File: src/rtl/dac_pkg.sv
// Shared definitions for the dac modulator and its upstream sample feeder.
package dac_pkg;
  localparam int DAC_WIDTH = 8;
  localparam int DAC_FRAME = 256;

  typedef enum logic [1:0] {
    IDLE  = 2'd0,
    PRIME = 2'd1,
    RUN   = 2'd2
  } feed_state_e;
endpackage

File: src/rtl/dac_sync_fifo.sv
// Single-clock FIFO with show-ahead head; full/empty derive from the occupancy count.
module dac_sync_fifo #(
  parameter int WIDTH = 8,
  parameter int DEPTH = 16,
  localparam int AW = $clog2(DEPTH),
  localparam int LW = AW + 1
) (
  input  logic             clk,
  input  logic             rst,
  input  logic             push,
  input  logic [WIDTH-1:0] push_data,
  input  logic             pop,
  output logic [WIDTH-1:0] head,
  output logic [LW-1:0]    level,
  output logic             full,
  output logic             empty
);
  logic [WIDTH-1:0] mem_q [DEPTH];
  logic [WIDTH-1:0] mem_d [DEPTH];
  logic [AW-1:0]    wr_ptr_q, wr_ptr_d;
  logic [AW-1:0]    rd_ptr_q, rd_ptr_d;
  logic [LW-1:0]    level_q, level_d;
  logic             do_push, do_pop;

  assign full    = (level_q == LW'(DEPTH));
  assign empty   = (level_q == '0);
  assign do_push = push && !full;
  assign do_pop  = pop && !empty;
  assign head    = mem_q[rd_ptr_q];
  assign level   = level_q;

  always_comb begin
    mem_d    = mem_q;
    wr_ptr_d = wr_ptr_q;
    rd_ptr_d = rd_ptr_q;
    level_d  = level_q;
    if (do_push) begin
      mem_d[wr_ptr_q] = push_data;
      wr_ptr_d        = wr_ptr_q + AW'(1);
    end
    if (do_pop) rd_ptr_d = rd_ptr_q + AW'(1);
    // Simultaneous push and pop cancel out in the count.
    if (do_push && !do_pop) level_d = level_q + LW'(1);
    else if (do_pop && !do_push) level_d = level_q - LW'(1);
  end

  always_ff @(posedge clk) begin
    if (rst) begin
      wr_ptr_q <= '0;
      rd_ptr_q <= '0;
      level_q  <= '0;
    end else begin
      wr_ptr_q <= wr_ptr_d;
      rd_ptr_q <= rd_ptr_d;
      level_q  <= level_d;
    end
  end

  always_ff @(posedge clk) begin
    mem_q <= mem_d;
  end
endmodule

File: src/rtl/dac_sample_feeder.sv
// Paces buffered samples onto dac_in, one per PERIOD clocks, with a conv strobe and sticky underrun.
module dac_sample_feeder
  import dac_pkg::*;
#(
  parameter int WIDTH  = DAC_WIDTH,
  parameter int DEPTH  = 16,
  parameter int PERIOD = DAC_FRAME,
  localparam int LW = $clog2(DEPTH) + 1,
  localparam int CW = $clog2(PERIOD)
) (
  input  logic             clk,
  input  logic             rst,
  input  logic             enable,
  input  logic [WIDTH-1:0] s_data,
  input  logic             s_valid,
  output logic             s_ready,
  output logic [WIDTH-1:0] dac_in,
  output logic             conv,
  output logic             underrun,
  output logic [LW-1:0]    level
);
  localparam logic [CW-1:0] LAST = CW'(PERIOD - 1);

  feed_state_e      state_q, state_d;
  logic [CW-1:0]    cnt_q, cnt_d;
  logic [WIDTH-1:0] dac_q, dac_d;
  logic             conv_q, conv_d;
  logic             und_q, und_d;

  logic             fifo_push, fifo_pop, fifo_full, fifo_empty, tick;
  logic [WIDTH-1:0] fifo_head;

  assign s_ready   = !fifo_full;
  assign fifo_push = s_valid && !fifo_full;
  assign tick      = (state_q == RUN) && (cnt_q == LAST);
  // Emptiness is the pre-push state, so a sample arriving on a tick waits for the next slot.
  assign fifo_pop  = tick && !fifo_empty;

  dac_sync_fifo #(.WIDTH(WIDTH), .DEPTH(DEPTH)) u_fifo (
    .clk       (clk),
    .rst       (rst),
    .push      (fifo_push),
    .push_data (s_data),
    .pop       (fifo_pop),
    .head      (fifo_head),
    .level     (level),
    .full      (fifo_full),
    .empty     (fifo_empty)
  );

  always_comb begin
    state_d = state_q;
    cnt_d   = cnt_q;
    dac_d   = dac_q;
    conv_d  = 1'b0;
    und_d   = und_q;

    // A tick is served even if enable drops in the same cycle.
    if (fifo_pop) begin
      dac_d  = fifo_head;
      conv_d = 1'b1;
    end
    if (tick && fifo_empty) und_d = 1'b1;

    case (state_q)
      IDLE: begin
        cnt_d = '0;
        if (enable) begin
          state_d = PRIME;
          und_d   = 1'b0;
        end
      end
      PRIME: begin
        cnt_d = '0;
        if (!enable) state_d = IDLE;
        else if (!fifo_empty || fifo_push) begin
          // Preload so the first RUN cycle is a tick.
          state_d = RUN;
          cnt_d   = LAST;
        end
      end
      RUN: begin
        cnt_d = tick ? '0 : cnt_q + CW'(1);
        if (!enable) begin
          state_d = IDLE;
          cnt_d   = '0;
        end
      end
      default: begin
        state_d = IDLE;
        cnt_d   = '0;
      end
    endcase
  end

  always_ff @(posedge clk) begin
    if (rst) begin
      state_q <= IDLE;
      cnt_q   <= '0;
      dac_q   <= '0;
      conv_q  <= 1'b0;
      und_q   <= 1'b0;
    end else begin
      state_q <= state_d;
      cnt_q   <= cnt_d;
      dac_q   <= dac_d;
      conv_q  <= conv_d;
      und_q   <= und_d;
    end
  end

  assign dac_in   = dac_q;
  assign conv     = conv_q;
  assign underrun = und_q;
endmodule

File: config.mk
export PLATFORM = sky130hd
export DESIGN_NAME = dac_sample_feeder
export DESIGN_NICKNAME = d
export VERILOG_FILES = /design/src/rtl/dac_pkg.sv /design/src/rtl/dac_sync_fifo.sv /design/src/rtl/dac_sample_feeder.sv
export SDC_FILE = /design/constraint.sdc
export NUM_CORES = 1
export LEC_CHECK = 0
export ABC_AREA = 0
export CORE_MARGIN = 5
export CORE_UTILIZATION = 55
export DETAILED_ROUTE_END_ITERATION = 8
export DONT_BUFFER_PORTS = 1
export GPL_TIMING_DRIVEN = 0
export HOLD_SLACK_MARGIN = 0.02
export PLACE_DENSITY = 0.7
export SKIP_LAST_GASP = 1
export SYNTH_ARGS = -nofsm -noshare
export SYNTH_HDL_FRONTEND = slang
export SYNTH_SLANG_ARGS = --single-unit
File: constraint.sdc
create_clock -name clk -period 4.1 [get_ports clk]
set_input_delay 0.82 -clock clk [delete_from_list [all_inputs] [get_ports clk]]
set_output_delay 0.82 -clock clk [all_outputs]
set_load 0.005 [all_outputs]
Word-level counts from Yosys, hierarchy flattened
Index checks and enable logic that the tools add are counted.
{"block": "classes", "n_addsub": 5, "magnitude_cmp": 3, "n_eq_ne": 7, "n_mux": 22, "bitwise_logic": 2, "reduce_logical": 18}
{"operator": "$bwmux W128", "n": 1}
{"operator": "$mux W8", "n": 7}
{"operator": "$bmux W8 S4", "n": 1}
{"operator": "$demux W8 S4", "n": 1}
{"operator": "$pmux W8 S2", "n": 1}
{"operator": "$ge A5 B5 Y1 const B", "n": 2}
{"operator": "$mux W5", "n": 2}
{"operator": "$not A4 Y5", "n": 2}
{"operator": "$logic_and A1 B1 Y1", "n": 9}
{"operator": "$add A4 B1 Y4 const B", "n": 2}
{"operator": "$add A8 B1 Y8 const B", "n": 1}
{"operator": "$eq A8 B8 Y1 const B", "n": 1}
{"operator": "$mux W2", "n": 4}
{"operator": "$pmux W2 S3", "n": 1}
{"operator": "$add A5 B1 Y5 const B", "n": 1}
{"operator": "$eq A5 B5 Y1 const B", "n": 1}
{"operator": "$logic_not A5 Y1", "n": 1}
{"operator": "$lt A5 B1 Y1 const B", "n": 1}
{"operator": "$sub A5 B1 Y5 const B", "n": 1}
{"operator": "$logic_not A1 Y1", "n": 4}
{"operator": "$mux W1", "n": 4}
{"operator": "$ne A2 B2 Y1 const B", "n": 2}
{"operator": "$ne A3 B3 Y1 const B", "n": 1}
{"operator": "$reduce_and A3 Y1", "n": 1}
{"operator": "other kinds (5)", "n": 5}
{"block": "totals", "ff_bits": 161, "in_bits": 12, "output_inout_bits": 16, "elab_cells": 81}

Longest topological paths before layout
Gate-level depths: netlist (run 1).
{"block": "depth", "depth_word": 8, "mapped_depth": 14, "depth_no_buf": 13}

By module
From an unflattened synthesis (run 1), not the netlist that was laid out.
{"block": "unflattened", "cells_unflattened": 410, "area_unflattened_um2": 6592.6}
{"mod": "dac_sync_fifo", "n_inst": 1, "cells_each": 307, "area_each_um2": 5649.2, "seq_area_each_um2": 4103.9}
{"mod": "dac_sample_feeder", "n_inst": 1, "cells_each": 103, "area_each_um2": 943.4, "seq_area_each_um2": 400.4}

Least setup slack after synthesis (run 1)
No wires, ideal clock.
{"block": "synth_path", "kind": "flip-flop to flip-flop", "start": "register state_q[0]", "end": "register u_fifo.level_q[4] (netlist: u_fifo.level[4])", "setup_time_ns": 0.121, "t_arrival_ns": 2.847, "required_time_ns": 3.979, "path_slack_ns": 1.132, "path_stages_with_launch": 14, "path_buffers": 1, "period_less_slack_ns": 2.968, "path_cell_list": "dfxtp_1 > inv_1 > ha_1 > inv_1 > nor4_4 > nand2_2 > clkbuf_1 > ha_1 > inv_1 > ha_1 > a21o_1 > a21oi_1 > mux2i_1 > mux2_2"}
{"block": "synth_between", "elab_chain_len": 7, "elab_cells_between_ends": 9, "classes_between": "1 x eq/ne; 1 x mux; 7 x reduce/logical"}
{"element": "start, declared", "line_no": "dac_sample_feeder.sv:24", "text": "feed_state_e state_q, state_d;"}
{"element": "start signal, assigned", "line_no": "dac_sample_feeder.sv:104", "text": "state_q <= state_d;"}
{"element": "$eq A2 B2 Y1 (*)", "line_no": "dac_sample_feeder.sv:35", "text": "assign tick = (state_q == RUN) && (cnt_q == LAST);"}
{"element": "$logic_and A1 B1 Y1 (*)", "line_no": "dac_sample_feeder.sv:35"}
{"element": "$logic_and A1 B1 Y1 (*)", "line_no": "dac_sample_feeder.sv:37", "text": "assign fifo_pop = tick && !fifo_empty;"}
{"element": "$logic_and A1 B1 Y1 (*)", "line_no": "dac_sync_fifo.sv:28", "text": "assign do_pop = pop && !empty;"}
{"element": "$logic_not A1 Y1", "line_no": "dac_sync_fifo.sv:43", "text": "if (do_push && !do_pop) level_d = level_q + LW'(1);"}
{"element": "$logic_and A1 B1 Y1", "line_no": "dac_sync_fifo.sv:43"}
{"element": "$mux W5 or $reduce_bool A2 Y1 (tied branches)"}
{"element": "end signal, assigned", "line_no": "dac_sync_fifo.sv:55", "text": "level_q <= level_d;"}
{"element": "end, declared", "line_no": "dac_sync_fifo.sv:22", "text": "logic [LW-1:0] level_q, level_d;"}
Mark *: on every way between the ends. The rest lies on a longest branch, timed or not.
A chain may end at the register's enable or synchronous reset.

Worst setup path in the final report (run 1)
Ends and elaborated chain as after synthesis.

==> results of run 1 <==
-- where the power goes --
group          internal, uW  total [uW]  switching [uW]  leakage [uW]
clock                  1080        1710             630      0.000310
combinational           118         278             160      0.000676
sequential             1820        1860            44.2       0.00142
total                  3020        3850             834       0.00241
-- sequential cells by signal, summed over array words and instances, names as in the netlist --
register	cells
dac_in	8
state_q	2
u_fifo.wr_ptr_q	4
underrun	1
u_fifo.mem_q	128
u_fifo.rd_ptr_q	4
u_fifo.level	5
conv	1
cnt_q	8
-- logic make-up after synthesis --
kind of cell	Yosys count	share of synthesized area, %
compound gates	35	3.65
xor+xnor	14	1.87
fa+ha+maj	15	2.98
buf+inv	32	1.97
flops	161	68.7
mux	52	14.1
simple gates	85	6.72
-- stage by stage --
step | std cells | utilization, % | setup WS (ns) | hold WS (ns) | area (um2)
floorplan | 394 | - | 1.13 | 0.462 | 6550
global placement | 537 | 58.2 | 0.741 | 0.480 | 6730
detailed placement | 539 | 58.4 | 0.699 | 0.486 | 6760
CTS | 571 | 64.0 | 0.683 | 0.471 | 7400
global route | 571 | 64.0 | 0.448 | 0.467 | 7400
finish | 571 | 64.0 | 0.653 | 0.487 | 7400
-- routing by layer --
layer	vias to the layer above	wire length [um]	part of all wire, %	GRT usage (%)
met5	-	0	0	0
met4	0	225	1.8	7.31
met3	18	855	7.0	6.30
met2	95	6010	49	28.9
met1	1689	5140	42	23.7
li1	1566	-	-	-
-- cell type report --
cell class	instances	area, um2	share of cell area (%)
flip-flops and latches	161	4500	60.8
repair buffers	2	15.0	0.203
clock buffers	22	474	6.40
clock inverters	10	173	2.33
well taps	143	179	2.42
plain buffers	21	87.6	1.18
multi-input cells	201	1930	26.1
inverters	11	41.3	0.558
-- Yosys cell counts (all sizes together) --
cell type and number:
o31ai 1, nor2b 1, mux2i 18, nand3b 8, o21ai 2, xor2 9
and3 1, and2 1, clkbuf 12, mux4 32, nand2b 5, mux2 2
a211oi 1, o31a 1, o311a 1, nand4b 1, a21oi 17, dfxtp 33
nor3 4, xnor2 5, edfxtp 128, o221ai 8, nand3 7, nor2 30
ha 14, or3 2, a211o 1, a21boi 1, nor4 2, o211ai 1
nand2 21, buf 9, a21o 1, nand4 2, fa 1, inv 11
-- path summary, 6_finish.rpt --
| kind | from | endpoint | slack (ns) | cells past startpoint |
|---|---|---|---|---|
| hold reg to reg | state_q[0] | state_q[0] | 0.49 | 2 |
| hold / removal | s_data[3] | u_fifo.mem_q[115] | 0.49 | 0 |
| setup / recovery | state_q[0] | u_fifo.level[4] | 0.65 | 13 |
| setup reg to reg | state_q[0] | u_fifo.level[4] | 0.65 | 13 |
==> impl_metrics.toml, run 1 <==
[detailed_routing]
drt-initial-drc-count = 239
drt_wl_total_um = 12200
final_antenna_net_count = 0
viasPerCell = 5.90
via_count = 3368
drt_pass1_iterations = 5
wl_per_cell_um = 21.4
drc = 0

[cells_and_area]
final_common_cell = "edfxtp_1"
diodes = 0
fin_nets = 442
fillers = 788
layout_common_cells = "edfxtp_1 (128), dfxtp_1 (33), mux4_2 (32)"
layout-area-overhead-vs-synth_pct = 13.0
drive_gt1_share_pct = 18.9

[place]
dp_hpwl_um = 7930
io_buffer_count = 0
gp_congestion = 0.764

[clocking]
clk_latency_ns = 0.42
cts_tree = "done"
cts_root_buf = "clkbuf_16"
numCtsBuffers = 17
cts_sinks = 161
cts_htree_levels = 4
cts_hold_buf = 0
cts_resized = 0
max-clock-path-buffers = 2
path_clk_slew_ns = 0.06
cts_setup_buffers = 0

[run_status]
status = "finished clean"

[worst_setup_path]
critical_path_class = "reg2reg"
crit_required_ns = 4.41
cp-end-kind = "register"
cpLargestDelayFamily = "adder cells"
start_kind = "register"
arrival_ns = 3.76
crit_path_max_incr_delay_ns = 0.45
crit_chain = "inv_1 -> ha_1 -> inv_1 -> nor4_4 -> nand2_2 -> clkbuf_1 -> ha_1 -> inv_1 -> ha_1 -> a21o_1 -> a21oi_1 -> mux2i_1 -> mux2_2"
slowest_stage = "nor4_4"
path_buf_inv = 4
critPathMaxFanout = 10

[global_routing]
grt_pass1_wl_um = 19300
grt_pass1_vias = 3476
grtUsageTotal_pct = 18.4
grt_overflow = 0
grt_max_degree = 17
antenna_found_initial = 0

[floorplan]
die_w_um = 119
dieArea_um2 = 14200
placementRows = 39
start_util_pct = 56.7
ios = 28
core_um2 = 11600
die_h_um = 119

[synthesis]
yosysWarningCount = 0
synthTopCellsByArea = "edfxtp_1 (59%), mux4_2 (11%), dfxtp_1 (10%)"
syn_area_um2 = 6550
seq_area_frac_synth_pct = 68.7
synth_top_area_share_pct = 58.6
synth_area_per_cell_um2 = 16.6
yosysUniqueCellTypes = 42
synth_seq_cells = 161
synth_largest_area_cell = "edfxtp_1"
synthCells = 394
synth_nets = 421

[pwr]
vdd_ir_drop_max_mv = 0.497
p_total_uw = 3850
p_leak_uw = 0.00241
powerDensity_nw_per_um2 = 520

[sta]
fmax_mhz = 290
fin_crit_ns = 3.45
drv_slew = 0
setup_viol = 0
skew_ns = 0.00755
rsz0062_at_grt = "false"
finalHoldViolations = 0
setup_tns_ns = 0
relSlewSlack_pct = 34.7
min_period_over_period_pct = 84.1
worst_pin_slew_ns = 0.976

[flow_run]
drv_cap = 0

[worst_hold_path]
hold_path.class = "in2reg"
Note: power is estimated with default switching activity, not from simulation.
==> inputs of run 2 (changes only) <==
--- a/config.mk
+++ b/config.mk
@@ -12,7 +12,7 @@
 export DONT_BUFFER_PORTS = 1
 export GPL_TIMING_DRIVEN = 0
 export HOLD_SLACK_MARGIN = 0.02
-export PLACE_DENSITY = 0.7
+export PLACE_DENSITY = 0.73
 export SKIP_LAST_GASP = 1
 export SYNTH_ARGS = -nofsm -noshare
 export SYNTH_HDL_FRONTEND = slang
==> constraint.sdc (replaced) <==
create_clock -name clk -period 2.8 [get_ports clk]
set_input_delay 0.56 -clock clk [delete_from_list [all_inputs] [get_ports clk]]
set_output_delay 0.56 -clock clk [all_outputs]
set_load 0.005 [all_outputs]
==> impl_metrics.toml, run 2 (synthesis results as in run 1) <==
[clocking]
cts_hold_buf = 0
path_clk_slew_ns = 0.06
clk_latency_ns = 0.43
numCtsBuffers = 17
cts_tree = "done"
max-clock-path-buffers = 2
cts_root_buf = "clkbuf_16"
cts_sinks = 161
cts_htree_levels = 4

[global_routing]
grt_overflow = 0
antenna_found_initial = 0
grt_pass1_wl_um = 19700
grtUsageTotal_pct = 18.9
grt_max_degree = 17
grt_pass1_vias = 3470

[pwr]
p_leak_uw = 0.00241
vdd_ir_drop_max_mv = 0.562
comb_power_share_pct = 8.0
power_frac_seq_pct = 49.8
powerDensity_nw_per_um2 = 739
switching_share_pct = 22.4
intPower_uw = 4260
p_switching_uw = 1230
p_clk_share_pct = 42.2

[detailed_routing]
m1WireLength_um = 5250
drc = 0
drt_wl_total_um = 12600
wl_per_cell_um = 22.0
viasPerCell = 5.92
top_layer = "met4"
drt_pass1_iterations = 4
wl_met3_um = 883
drt-initial-drc-count = 256
route.met2.wl_um = 6350
final_antenna_net_count = 0
via_count = 3379

[cells_and_area]
final_common_cell = "edfxtp_1"
post-route-util_pct = 64.3
layout_common_cells = "edfxtp_1 (128), mux4_2 (32), nor2_1 (30)"
regMostFlops = "u_fifo.mem_q"
fin_nets = 444
layoutNonFillerInstCount = 571
largest_reg_flops = 128
layout-area-overhead-vs-synth_pct = 13.4
drive_gt1_share_pct = 22.2
diodes = 0
multi_input_area_um2 = 1980
fillers = 793
seqCellArea_um2 = 4510

[sta]
skew_ns = 0.0172
min_period_over_period_pct = 95.3
rsz0062_at_grt = "false"
worst_pin_slew_ns = 0.966
finalHoldViolations = 0
hold_slack_ns = 0.226
fin_crit_ns = 2.67
relSlewSlack_pct = 35.4
worst_slack_ns = 0.130
drv_slew = 0
fmax_mhz = 375
setup_viol = 0

[floorplan]
start_util_pct = 56.7
die_h_um = 119
die_w_um = 119
placementRows = 39
core_um2 = 11600
ios = 28
dieArea_um2 = 14200

[worst_setup_path]
crit_start = "cnt_q[1]"
arrival_ns = 2.97
start_kind = "register"
reg2reg_from = "cnt_q[1]"
timing.rr.end = "u_fifo.level[4]"
crit_end = "u_fifo.level[4]"
crit_required_ns = 3.10
reg2reg_slack_ns = 0.13
cp-end-kind = "register"
critPathMaxFanout = 10
reg2regPathDepth = 12
critical_path_class = "reg2reg"

[worst_hold_path]
hold_depth = 0
hold_path_startpoint = "s_data[1]"
hold_path.class = "in2reg"

[place]
gp_congestion = 0.812
dp_hpwl_um = 7930
place_inst = 537
io_buffer_count = 0
dpl_worst_slack_ns = -0.259

[flow_run]
drv_cap = 0

[run_status]
status = "finished clean"
run 2: metal layers:
layer / vias to the layer above / track usage, %
met2: 97 / 30.6
met4: 0 / 6.81
li1: 1564 / -
met5: - / 0
met3: 10 / 6.11
met1: 1708 / 24.2
run 2: repair_timing:
item | 4_1_cts | 5_1_grt
gates resized for setup | 3 | 13
pin swaps | 3 | 3
endpoints found under the setup margin | 1 | 1
setup buffers | 4 | 0
run 2: cell type report:
class                      instances  area share, %
multi-input combinational        201           26.6
tap                              143           2.41
clock buffer                      18           5.77
sequential                       161           60.7
buffer                            21           1.36
inverter                          11          0.589
clock inverter                    12           2.14
timing repair buffer               4          0.404
run 2: stage by stage:
stage	area [um2]	setup TNS (ns)	power, uW
2_1_floorplan	6580	0	3090
3_3_place_gp	6760	-0.226	3170
3_5_place_dp	6770	-0.259	3190
4_1_cts	7390	-0.0449	5510
5_1_grt	7430	0	5710
6_report	7430	0	5490
run 2: power groups by stage:
| stage | combinational (uW) | sequential (uW) | clock, uW |
|---|---|---|---|
| 2_1_floorplan | 324 | 2770 | 0 |
| 3_3_place_gp | 388 | 2780 | 0 |
| 3_5_place_dp | 408 | 2790 | 0 |
| 4_1_cts | 429 | 2740 | 2340 |
| 5_1_grt | 492 | 2750 | 2470 |
| 6_report | 438 | 2740 | 2320 |
run 2: critical path: stages (launching register included):
cell and delay (ns):
dfxtp_2 0.36, ha_4 0.16, nand3_4 0.10, nor4_4 0.29, nand2_2 0.11, buf_8 0.16
ha_4 0.17, inv_4 0.07, ha_1 0.23, a21o_1 0.19, a21oi_2 0.15, mux2i_1 0.20
mux2_2 0.34
run 2: worst min path at each step:
stage | end | slack, ns
floorplan | state_q[0] | 0.46
global placement | state_q[0] | 0.48
detailed placement | state_q[0] | 0.48
CTS | u_fifo.mem_q[53] | 0.21
global route | u_fifo.mem_q[53] | 0.20
finish | u_fifo.mem_q[89] | 0.23
==> inputs of run 3 (changes only) <==
--- a/config.mk
+++ b/config.mk
@@ -7,12 +7,13 @@
 export LEC_CHECK = 0
 export ABC_AREA = 0
 export CORE_MARGIN = 5
-export CORE_UTILIZATION = 55
+export CORE_UTILIZATION = 50
 export DETAILED_ROUTE_END_ITERATION = 8
 export DONT_BUFFER_PORTS = 1
 export GPL_TIMING_DRIVEN = 0
 export HOLD_SLACK_MARGIN = 0.02
-export PLACE_DENSITY = 0.73
+export MAX_ROUTING_LAYER = met4
+export PLACE_DENSITY = 0.68
 export SKIP_LAST_GASP = 1
 export SYNTH_ARGS = -nofsm -noshare
 export SYNTH_HDL_FRONTEND = slang
==> impl_metrics.toml, run 3 (synthesis results as in run 1) <==
[worst_hold_path]
hold_path.class = "in2reg"

[worst_setup_path]
critical_path_class = "reg2reg"
reg2reg_slack_ns = 0.13
arrival_ns = 2.98
cp-end-kind = "register"
crit_required_ns = 3.11
start_kind = "register"
critPathMaxFanout = 5

[floorplan]
start_util_pct = 51.5
ios = 28
placementRows = 41
die_h_um = 124
dieArea_um2 = 15500
die_w_um = 124
core_um2 = 12700

[pwr]
powerDensity_nw_per_um2 = 709
p_leak_uw = 0.00241
p_total_uw = 5290
vdd_ir_drop_max_mv = 0.524

[global_routing]
grt_overflow = 0
antenna_found_initial = 0
grt_pass1_vias = 3528
grt_max_degree = 17
grtUsageTotal_pct = 17.8
grt_pass1_wl_um = 19800

[place]
place_inst = 568
dpl_worst_slack_ns = -0.297
dp_hpwl_um = 8300
gp_congestion = 0.731
io_buffer_count = 0

[clocking]
cts_tree = "done"
numCtsBuffers = 17
cts_htree_levels = 4
cts_root_buf = "clkbuf_16"
cts_sinks = 161
path_clk_slew_ns = 0.06
clk_latency_ns = 0.42
max-clock-path-buffers = 2

[run_status]
status = "finished clean"

[detailed_routing]
viasPerCell = 5.59
drt_pass1_iterations = 4
final_antenna_net_count = 0
via_count = 3396
drt-initial-drc-count = 250
drt_wl_total_um = 12700
wl_per_cell_um = 20.9
drc = 0

[sta]
worst_slack_ns = 0.132
rsz0062_at_grt = "false"
hold_slack_ns = 0.228
finalHoldViolations = 0
drv_slew = 0
min_period_over_period_pct = 95.3
relSlewSlack_pct = 35.5
fin_crit_ns = 2.67
worst_pin_slew_ns = 0.964
fmax_mhz = 375
setup_viol = 0
skew_ns = 0.0104

[cells_and_area]
diodes = 0
post-route-util_pct = 58.7
largest_reg_flops = 128
layout-area-overhead-vs-synth_pct = 13.9
fin_nets = 450
layout_common_cells = "edfxtp_1 (128), mux4_2 (32), nor2_1 (30)"
drive_gt1_share_pct = 21.8
layoutNonFillerInstCount = 608
regMostFlops = "u_fifo.mem_q"
final_common_cell = "edfxtp_1"

[flow_run]
drv_cap = 0
## run 3: final cells by class
class / instances / area [um2]
buffer: 21 / 101
clock buffer: 24 / 452
clock inverter: 8 / 83.8
fill: 995 / 5260
inverter: 11 / 43.8
multi-input combinational: 201 / 1980
sequential: 161 / 4520
tap: 172 / 215
timing repair buffer: 10 / 75.1
## run 3: worst max-delay path: stages, from the launching register on
cell and delay, ns:
dfxtp_4 0.36, ha_4 0.15, nand3_4 0.09, nor4_4 0.30, nand2_2 0.11, buf_8 0.14
ha_4 0.17, inv_4 0.07, ha_1 0.24, a21o_1 0.20, a21oi_2 0.15, mux2i_1 0.22
mux2_2 0.35
## run 3: metal layers
metal / GRT usage [%] / vias to the layer above / part of all wire (%)
li1: - / 1576 / -
met1: 21.1 / 1726 / 41
met2: 27.9 / 83 / 52
met3: 6.43 / 11 / 6.5
met4: 6.77 / 0 / 1.0
met5: - / - / 0
## run 3: final timing paths
check | cells past startpoint | startpoint | end
setup reg to reg | 12 | cnt_q[1] | u_fifo.level[4]
hold / removal | 0 | s_data[2] | u_fifo.mem_q[114]
setup / recovery | 12 | cnt_q[1] | u_fifo.level[4]
hold reg to reg | 2 | state_q[0] | state_q[0]
## run 3: repair_timing
action,4_1_cts,5_1_grt
hold buffers,0,0
gates resized for setup,4,14
endpoints found under the setup margin,4,1
endpoints found under the hold margin,0,0
buffers inserted,3,5
pin swaps,3,3
## run 3: power by group
group / leakage (uW) / switching (uW) / internal [uW] / total [uW]
clock network: 0.000261 / 870 / 1230 / 2100
logic: 0.000723 / 254 / 202 / 456
registers: 0.00143 / 69.6 / 2670 / 2740
## run 3: per-stage QoR
stage	instance area, um2	setup TNS (ns)
4_1_cts	7380	-0.524
3_5_place_dp	6810	-0.297
3_3_place_gp	6790	-0.233
6_report	7460	0
5_1_grt	7460	0
2_1_floorplan	6580	0
